==> config.mk <==
export PLATFORM = sky130hd
export DESIGN_NAME = weight_thresh_pipe
export DESIGN_NICKNAME = d
export VERILOG_FILES = /design/src/rtl/weight_thresh_pipe.sv
export SDC_FILE = /design/constraint.sdc
export NUM_CORES = 1
export LEC_CHECK = 0
export BUFFER_PORTS_ARGS = -buffer_cell sky130_fd_sc_hd__clkbuf_2
export CAP_MARGIN = 10
export CORE_UTILIZATION = 45
export CTS_BUF_LIST = sky130_fd_sc_hd__clkbuf_8
export DETAILED_ROUTE_END_ITERATION = 12
export GPL_TIMING_DRIVEN = 0
export PLACE_DENSITY = 0.65
export SYNTH_ARGS = -nofsm -noshare
export SYNTH_HDL_FRONTEND = slang
export SYNTH_SLANG_ARGS = --single-unit
==> constraint.sdc <==
create_clock -name CLK -period 4 [get_ports CLK]
set_clock_uncertainty 0.15 [all_clocks]
set_input_delay 0.2 -clock CLK [delete_from_list [all_inputs] [get_ports CLK]]
set_output_delay 0.2 -clock CLK [all_outputs]
set_load 0.005 [all_outputs]
==> src/rtl/weight_thresh_pipe.sv <==
// -----------------------------------------------------------------------------
// weight_thresh_pipe
//   Pipelined Hamming-weight unit for the PROM ECC path. Counts the ones in a
//   WIDTH-bit word and flags WEIGHT <= THRESH. In per-word mode (MODE=0) every
//   valid word produces a result. In frame mode (MODE=1) the weights of a
//   SOF..EOF run of words are summed into a saturating accumulator, and one
//   result is produced on the EOF word.
//
//   Latency is 3 clocks (word sampled at edge n -> OUT_VALID after edge n+3).
//   The unit accepts one word per clock and has no back-pressure.
//
// Ports
//   CLK        clock, rising edge
//   RST_N      asynchronous active-low reset
//   CLR        synchronous flush of the pipeline valids and the frame accumulator
//   V_VALID    qualifies V / SOF / EOF / MODE
//   V          word to weigh
//   SOF, EOF   frame delimiters (only used when MODE=1)
//   MODE       0 = per-word, 1 = frame accumulate (travels with its word)
//   THRESH     compare threshold, sampled when the word reaches stage 3
//   OUT_VALID  one-cycle strobe: WEIGHT / WLTEQ / WZERO / SAT are new
//   WEIGHT     word weight or frame weight, zero-extended
//   WLTEQ      WEIGHT <= THRESH (unsigned)
//   WZERO      WEIGHT == 0
//   SAT        frame accumulator saturated during the reported frame
// -----------------------------------------------------------------------------
module weight_thresh_pipe #(
  parameter int WIDTH = 12,
  parameter int ACC_W = 8
) (
  input  logic             CLK,
  input  logic             RST_N,
  input  logic             CLR,
  input  logic             V_VALID,
  input  logic [WIDTH-1:0] V,
  input  logic             SOF,
  input  logic             EOF,
  input  logic             MODE,
  input  logic [ACC_W-1:0] THRESH,
  output logic             OUT_VALID,
  output logic [ACC_W-1:0] WEIGHT,
  output logic             WLTEQ,
  output logic             WZERO,
  output logic             SAT
);

  localparam int NG    = (WIDTH + 3) / 4;     // number of 4-bit groups
  localparam int PAD_W = NG * 4;
  localparam int WW_W  = $clog2(WIDTH + 1);   // word-weight width

  // ---------------------------------------------------------------------------
  // Stage 1: per-nibble popcounts. The top group is zero-padded.
  // ---------------------------------------------------------------------------
  logic [PAD_W-1:0] v_pad;
  logic [2:0]       grp_cnt_d [NG];
  logic [2:0]       grp_cnt_q [NG];
  logic             s1_valid_d, s1_sof_d, s1_eof_d, s1_mode_d;
  logic             s1_valid_q, s1_sof_q, s1_eof_q, s1_mode_q;

  always_comb begin
    v_pad            = '0;
    v_pad[WIDTH-1:0] = V;
  end

  for (genvar gi = 0; gi < NG; gi++) begin : g_grp
    assign grp_cnt_d[gi] = {2'b00, v_pad[4*gi]}   + {2'b00, v_pad[4*gi+1]} +
                           {2'b00, v_pad[4*gi+2]} + {2'b00, v_pad[4*gi+3]};
  end

  always_comb begin
    // A word presented together with CLR is dropped.
    s1_valid_d = V_VALID & ~CLR;
    s1_sof_d   = SOF;
    s1_eof_d   = EOF;
    s1_mode_d  = MODE;
  end

  // ---------------------------------------------------------------------------
  // Stage 2: sum of the group counts -> word weight.
  // ---------------------------------------------------------------------------
  logic [WW_W-1:0] s2_ww_d, s2_ww_q;
  logic            s2_valid_d, s2_sof_d, s2_eof_d, s2_mode_d;
  logic            s2_valid_q, s2_sof_q, s2_eof_q, s2_mode_q;

  always_comb begin
    s2_ww_d = '0;
    for (int i = 0; i < NG; i++) begin
      s2_ww_d = s2_ww_d + WW_W'(grp_cnt_q[i]);
    end
    s2_valid_d = s1_valid_q & ~CLR;
    s2_sof_d   = s1_sof_q;
    s2_eof_d   = s1_eof_q;
    s2_mode_d  = s1_mode_q;
  end

  // ---------------------------------------------------------------------------
  // Stage 3: frame accumulation, result selection and threshold compare.
  // ---------------------------------------------------------------------------
  logic [ACC_W-1:0] acc_d, acc_q;
  logic             sat_f_d, sat_f_q;
  logic [ACC_W-1:0] ww_ext, acc_base, acc_new;
  logic [ACC_W:0]   acc_sum;
  logic             acc_ovf, frame_sat;
  logic             res_valid, res_sat;
  logic [ACC_W-1:0] res_weight;

  logic             s3_valid_d, s3_wlteq_d, s3_wzero_d, s3_sat_d;
  logic             s3_valid_q, s3_wlteq_q, s3_wzero_q, s3_sat_q;
  logic [ACC_W-1:0] s3_weight_d, s3_weight_q;

  always_comb begin
    ww_ext    = ACC_W'(s2_ww_q);
    // SOF restarts the frame: the word is added to zero rather than to ACC,
    // which also discards any frame still open. A word without SOF simply
    // extends whatever ACC holds (zero after reset/CLR).
    acc_base  = s2_sof_q ? '0 : acc_q;
    acc_sum   = {1'b0, acc_base} + {1'b0, ww_ext};
    acc_ovf   = acc_sum[ACC_W];
    acc_new   = acc_ovf ? '1 : acc_sum[ACC_W-1:0];
    // Sticky saturation flag; SOF clears the history but not its own overflow.
    frame_sat = acc_ovf | (~s2_sof_q & sat_f_q);

    acc_d      = acc_q;
    sat_f_d    = sat_f_q;
    res_valid  = 1'b0;
    res_weight = ww_ext;
    res_sat    = 1'b0;

    if (s2_valid_q) begin
      if (s2_mode_q) begin
        acc_d   = acc_new;
        sat_f_d = frame_sat;
        if (s2_eof_q) begin
          res_valid  = 1'b1;
          res_weight = acc_new;
          res_sat    = frame_sat;
        end
      end else begin
        // Per-word result; an open frame's ACC is left untouched.
        res_valid = 1'b1;
      end
    end

    if (CLR) begin
      acc_d     = '0;
      sat_f_d   = 1'b0;
      res_valid = 1'b0;
    end

    s3_valid_d  = res_valid;
    s3_weight_d = res_weight;
    s3_wlteq_d  = (res_weight <= THRESH);
    s3_wzero_d  = (res_weight == '0);
    s3_sat_d    = res_sat;
  end

  // ---------------------------------------------------------------------------
  // Output register: loads only on a valid result, otherwise holds.
  // ---------------------------------------------------------------------------
  logic             out_valid_d, out_valid_q;
  logic [ACC_W-1:0] weight_d, weight_q;
  logic             wlteq_d, wlteq_q, wzero_d, wzero_q, sat_d, sat_q;
  logic             out_load;

  always_comb begin
    out_load    = s3_valid_q & ~CLR;
    out_valid_d = out_load;
    weight_d    = out_load ? s3_weight_q : weight_q;
    wlteq_d     = out_load ? s3_wlteq_q  : wlteq_q;
    wzero_d     = out_load ? s3_wzero_q  : wzero_q;
    sat_d       = out_load ? s3_sat_q    : sat_q;
  end

  // ---------------------------------------------------------------------------
  // State registers
  // ---------------------------------------------------------------------------
  always_ff @(posedge CLK or negedge RST_N) begin
    if (!RST_N) begin
      for (int i = 0; i < NG; i++) begin
        grp_cnt_q[i] <= '0;
      end
      s1_valid_q  <= 1'b0;
      s1_sof_q    <= 1'b0;
      s1_eof_q    <= 1'b0;
      s1_mode_q   <= 1'b0;
      s2_ww_q     <= '0;
      s2_valid_q  <= 1'b0;
      s2_sof_q    <= 1'b0;
      s2_eof_q    <= 1'b0;
      s2_mode_q   <= 1'b0;
      acc_q       <= '0;
      sat_f_q     <= 1'b0;
      s3_valid_q  <= 1'b0;
      s3_weight_q <= '0;
      s3_wlteq_q  <= 1'b0;
      s3_wzero_q  <= 1'b0;
      s3_sat_q    <= 1'b0;
      out_valid_q <= 1'b0;
      weight_q    <= '0;
      wlteq_q     <= 1'b0;
      wzero_q     <= 1'b0;
      sat_q       <= 1'b0;
    end else begin
      for (int i = 0; i < NG; i++) begin
        grp_cnt_q[i] <= grp_cnt_d[i];
      end
      s1_valid_q  <= s1_valid_d;
      s1_sof_q    <= s1_sof_d;
      s1_eof_q    <= s1_eof_d;
      s1_mode_q   <= s1_mode_d;
      s2_ww_q     <= s2_ww_d;
      s2_valid_q  <= s2_valid_d;
      s2_sof_q    <= s2_sof_d;
      s2_eof_q    <= s2_eof_d;
      s2_mode_q   <= s2_mode_d;
      acc_q       <= acc_d;
      sat_f_q     <= sat_f_d;
      s3_valid_q  <= s3_valid_d;
      s3_weight_q <= s3_weight_d;
      s3_wlteq_q  <= s3_wlteq_d;
      s3_wzero_q  <= s3_wzero_d;
      s3_sat_q    <= s3_sat_d;
      out_valid_q <= out_valid_d;
      weight_q    <= weight_d;
      wlteq_q     <= wlteq_d;
      wzero_q     <= wzero_d;
      sat_q       <= sat_d;
    end
  end

  assign OUT_VALID = out_valid_q;
  assign WEIGHT    = weight_q;
  assign WLTEQ     = wlteq_q;
  assign WZERO     = wzero_q;
  assign SAT       = sat_q;

endmodule

# Yosys cells after proc, flatten, opt, wreduce, memory -nomap -nowiden
# Index checks and enable logic that the tools add are counted.
totals:
  regBits: 54
  latchBits: 0
  ram_bits: 0
  romBits: 0
  wordCells: 66
  memories: 0
op_classes:
  add_sub_neg: 12
  mul: 0
  div: 0
  magnitude_cmp: 1
  eq_ne: 0
  shifts: 0
  mux: 18
  bitwise_logic: 7
  reduce_logical: 4
op_table:
  columns: ["cell", "count"]
  rows:
  - ["$mux 8", 8]
  - ["$mux 1", 10]
  - ["$add 2x1->3", 3]
  - ["$add 3x1->3", 3]
  - ["$add 8x4->9", 1]
  - ["$le 8x8->1", 1]
  - ["$logic_not 8->1", 1]
  - ["$add 1x1->2", 3]
  - ["$add 3x3->4", 1]
  - ["$add 4x3->4", 1]
  - ["$and 1x1->1", 4]
  - ["$reduce_bool 2->1", 2]
  - ["$not 1->1", 2]
  - ["$reduce_and 2->1", 1]
  - ["$or 1x1->1", 1]

# Longest topological paths before layout
logic_depth:
  depth_word: 7
  ltp_mapped: 15
  depth_no_buf: 14

# Worst setup path after synthesis
# OpenSTA, ideal clock, no wires.
synth_timing:
  kind: "register to register"
  startpoint: "register s2_sof_q"
  endpoint: "register s3_wlteq_q"
  arrival_ns: 2.857
  slack_ns: 0.911
  stages_incl_launch_ff: 15
  path_buffers: 1
  synth_period_minus_slack_ns: 3.089
  cell_sequence: "dfrtp_1 clkbuf_1 nor2b_1 ha_1 fa_1 a211oi_4 nor4b_4 nor2_1 o21ai_0 ha_1 nor2b_1 o21a_1 o21ai_0 a21oi_1 o22ai_1"
synth_between:
  elab_chain_cells: 7
synth_lines:
  columns: ["element", "line_no", "rtl"]
  rows:
  - ["start: declaration", "83", "logic s2_valid_q, s2_sof_q, s2_eof_q, s2_mode_q;"]
  - ["start signal: assignment", "213", "s2_sof_q <= s2_sof_d;"]
  - ["$mux 8", "116", "acc_base = s2_sof_q ? '0 : acc_q;"]
  - ["$add 8x4->9", "117", "acc_sum = {1'b0, acc_base} + {1'b0, ww_ext};"]
  - ["$mux 8", "119", "acc_new = acc_ovf ? '1 : acc_sum[ACC_W-1:0];"]
  - ["$mux 8", "133", "if (s2_eof_q) begin"]
  - ["$mux 8", "130", "if (s2_mode_q) begin"]
  - ["$mux 8", "129", "if (s2_valid_q) begin"]
  - ["net res_weight[1]", "105", "logic [ACC_W-1:0] res_weight;"]
  - ["$le 8x8->1", "152", "s3_wlteq_d = (res_weight <= THRESH);"]
  - ["net s3_wlteq_d", "107", "logic s3_valid_d, s3_wlteq_d, s3_wzero_d, s3_sat_d;"]
  - ["end signal: assignment", "220", "s3_wlteq_q <= s3_wlteq_d;"]
  - ["end: declaration", "108", "logic s3_valid_q, s3_wlteq_q, s3_wzero_q, s3_sat_q;"]
# The timed path passes the listed nets, and every way through them passes these cells.
# A chain may end at the register's enable or synchronous reset.

# Worst setup path after layout
# Ends and elaborated chain as after synthesis.

==> reports/metrics.csv <==
stage,metric,value,unit
floorplan,Die ar.,6370,um2
timing,setup_tns,0,ns
run,maxcap violations,0,
synth,Post-Synthesis Net Count,292,
synth,post-synthesis cell type count,44,
clock_tree,Clock Root Buffer,clkbuf_8,
clock_tree,CTS tree,done,
hold_path,hold_sp,s1_mode_q,
global_route,grt total ovfl,0,
synth,main area contributors after synthesis,"dfrtp_1, ha_1, fa_1",
setup_path,crit-path max FO,10,
timing,Final Hold Vio Count,0,
synth,synthesized cell area,2730,um2
floorplan,# IOs,39,
finish,Antenna Cells,0,
floorplan,row count,27,
finish,Layout area overhead,19.0,%
timing,Final period util,90.8,%
hold_path,cell depth of the worst hold path,0,
timing,Slew HR,57.0,%
pwr,internal power,981,uW
pwr,switching share of total power,29.3,%
detailed_routing,WL final,4790,um
setup_path,Critical Path Start Type,register,
floorplan,die height,79.8,um
detailed_routing,remaining antenna violation count,0,
timing,Pins Over Slew Limit,0,
pwr,Leakage,0.00164,uW
timing,Final setup violation count,0,
finish,share of layout cells above drive strength 1,23.7,%
pwr,Combinational Power Share,24.0,%
synth,#FFs+latches synth,54,
setup_path,crit-path max cell delay,0.44,ns
setup_path,Worst Path Required,4.08,ns
synth,Synth top area share,49.6,%
synth,"Async S/R FF share, synth",100,%
placed_design,Port Buffers,38,
synth,post-synthesis sequential area ratio,49.6,%
synth,top-count cell post-synth,dfrtp_1,
detailed_routing,WL met1,2160,um
synth,warnings from Yosys,0,
clock_tree,post-CTS sizing,0,
pwr,Power Total,1390,uW
clock_tree,CTS H-tree lvls,2,
synth,Synth area leader,dfrtp_1,
setup_path,reg2reg setup slack,0.37,ns
synth,Post-synth top flop,dfrtp_1,
finish,Nets,348,
setup_path,Register-to-Register Path Depth,14,
clock_tree,Worst-Skew Late Latency,0.30,ns
detailed_routing,WL/cell,13.1,um
hold_path,Hold Path End,s2_mode_q,
global_route,global-route wire length before repair,8230,um
placed_design,final RePlAce weighted congestion,0.822,
finish,number of fill cells in the layout,501,
pwr,share of power burned in registers,49.2,%
clock_tree,clock sink total,54,
timing,fin crit period,3.63,ns
detailed_routing,WL met3,189,um
floorplan,Initial Utilization,48.0,%
synth,Post-synth EDFFs,0,
floorplan,core area,5680,um2
pwr,Sw Pwr,407,uW
setup_path,Critical path buffers and inverters,1,
synth,Commonest cells post-synth,"dfrtp_1, inv_1, ha_1",
timing,Worst Tran Pin Value,0.645,ns
setup_path,nature of the critical path endpoint,register,
hold_path,min-delay worst type,reg -> reg,
global_route,largest net degree at the start of global routing,30,
setup_path,CP Class,reg -> reg,
clock_tree,"CTS clk-pin slew, worst paths",0.10,ns
clock_tree,Max Root-Sink Buffers,2,
pwr,clock share of power,26.7,%
detailed_routing,First DRT Iteration DRCs,88,
synth,synthesized area per cell,11.5,um2
detailed_routing,met2 WL post-DR,2390,um
placed_design,dpl hpwl,3680,um
floorplan,Die Width,79.8,um
setup_path,r2r startpoint,s2_sof_q,
detailed_routing,via count,1831,
detailed_routing,Via density,4.99,
synth,Syn Inst Count,238,
setup_path,CP top delay family,compound AO/OA/AOI/OAI gates,
outcome,status,"finished, final reports clean",
setup_path,crit-path cells,clkbuf_1 -> nor2b_1 -> ha_1 -> fa_1 -> a211oi_4 -> nor4b_4 -> nor2_1 -> o21ai_0 -> ha_1 -> nor2b_1 -> o21a_1 -> o21ai_0 -> a21oi_1 -> o22ai_1,
setup_path,Worst Path Arrival,3.71,ns
setup_path,master of the slowest instance on the critical path,fa_1,
clock_tree,# Post-CTS Setup Buffers,0,
detailed_routing,drt drc,0,
timing,RSZ-0062 raised after global routing,false,
pwr,Pwr Density,428,nW/um2
setup_path,r2r endpoint,s3_wlteq_q,
global_route,vias in the first global route,1828,
clock_tree,CTS Buf Count,5,
global_route,GRT Overall Usage,17.3,%
global_route,initial antenna violation count,0,
detailed_routing,DR pass1 iterations,4,
timing,Hold WS,0.206,ns
pwr,worst vdd ir,212,uV
detailed_routing,uppermost routed layer,met4,
timing,fmax,0.275,GHz
[sequential cells by signal, summed over array words and instances (netlist names), 4 cells and up]
register / flops
acc_q: 8
grp_cnt_q: 9
s3_weight_q: 8
s2_ww_q: 4
WEIGHT: 8
[cells by family after synthesis]
logic type / count (synthesis) / share of synthesized area, %
flip-flops: 54 / 49.6
XOR/XNOR: 3 / 0.964
AND/OR/NAND/NOR: 55 / 12.4
buffers and inverters: 41 / 5.87
AO/OA/AOI/OAI: 47 / 12.1
multiplexers: 11 / 4.54
adder cells (fa/ha/maj): 27 / 14.6
[power groups by stage]
stage	Clock (uW)	Combinational [uW]	Sequential [uW]
floorplan	0	226	685
global placement	0	314	693
global route	405	387	694
detailed placement	0	331	695
CTS	382	340	683
finish	371	333	683
[stage by stage]
stage / utilization [%] / setup WS, ns / cell area (um2) / instances
floorplan: - / 0.911 / 2730 / 238
global placement: 53.0 / 0.333 / 3010 / 348
detailed placement: 53.3 / 0.376 / 3030 / 349
CTS: 57.2 / 0.347 / 3240 / 367
global route: 57.2 / 0.0551 / 3240 / 367
finish: 57.2 / 0.367 / 3240 / 367
[per-layer routing]
metal | vias up | GRT usage, %
met1 | 864 | 21.1
met4 | 0 | 5.18
met2 | 45 | 30.3
li1 | 917 | -
met3 | 5 | 4.11
met5 | - | 0
[worst max path at each step]
| stage | depth (start not counted) | start | slack, ns | end |
|---|---|---|---|---|
| 6_report | 14 | s2_sof_q | 0.37 | s3_wlteq_q |
| 4_1_cts | 13 | s2_sof_q | 0.35 | s3_wlteq_q |
| 2_1_floorplan | 14 | s2_sof_q | 0.91 | s3_wlteq_q |
| 3_3_place_gp | 13 | s2_sof_q | 0.33 | s3_wlteq_q |
| 3_5_place_dp | 13 | s2_sof_q | 0.38 | s3_wlteq_q |
| 5_1_grt | 13 | s2_sof_q | 0.06 | s3_wlteq_q |
[layout make-up]
cell class	instances	area, um2	area share, %
Inverter	36	135	4.17
Sequential cell	54	1350	41.7
Multi-Input combinational cell	143	1210	37.4
Clock inverter	3	48.8	1.50
Tap cell	72	90.1	2.78
Buffer	5	25.0	0.771
Timing Repair Buffer	49	310	9.56
Clock buffer	5	68.8	2.12
[what timing repair did]
item                                   in CTS  in global routing
hold buffers                               10                  0
setup endpoints to repair                   0                  0
endpoints found under the hold margin      34                  0
[worst register-to-register path: cells and delay by family, from the launching register on]
family,cells,cell delay [ns]
AO/OA/AOI/OAI,6,1.06
adder cells (fa/ha/maj),3,0.99
AND/OR/NAND/NOR,4,0.53
flip-flops,1,0.42
buffers and inverters,1,0.40
[cells in the final DEF, fill, tap and decap left out, types with 3 or more instances in the layout]
| cell type | netlist | layout |
|---|---|---|
| xnor2_1 | 3 | 3 |
| nand3_1 | 3 | 3 |
| nor3_2 | 3 | 3 |
| fa_1 | 8 | 8 |
| ha_1 | 19 | 19 |
| a31oi_1 | 4 | 4 |
| dfrtp_1 | 54 | 54 |
| inv_1 | 36 | 36 |
| nand2_1 | 6 | 6 |
| nor2b_1 | 11 | 11 |
| clkbuf_8 | 0 | 5 |
| mux2_2 | 11 | 11 |
| nand2b_1 | 4 | 4 |
| nor3_1 | 4 | 4 |
| nor2_1 | 11 | 11 |
| clkbuf_2 | 1 | 39 |
| o21ai_0 | 11 | 11 |
| a21oi_1 | 10 | 10 |
| nand3b_1 | 4 | 4 |
| dlygate4sd3_1 | 0 | 10 |
Power figures use the tool's default switching activity.
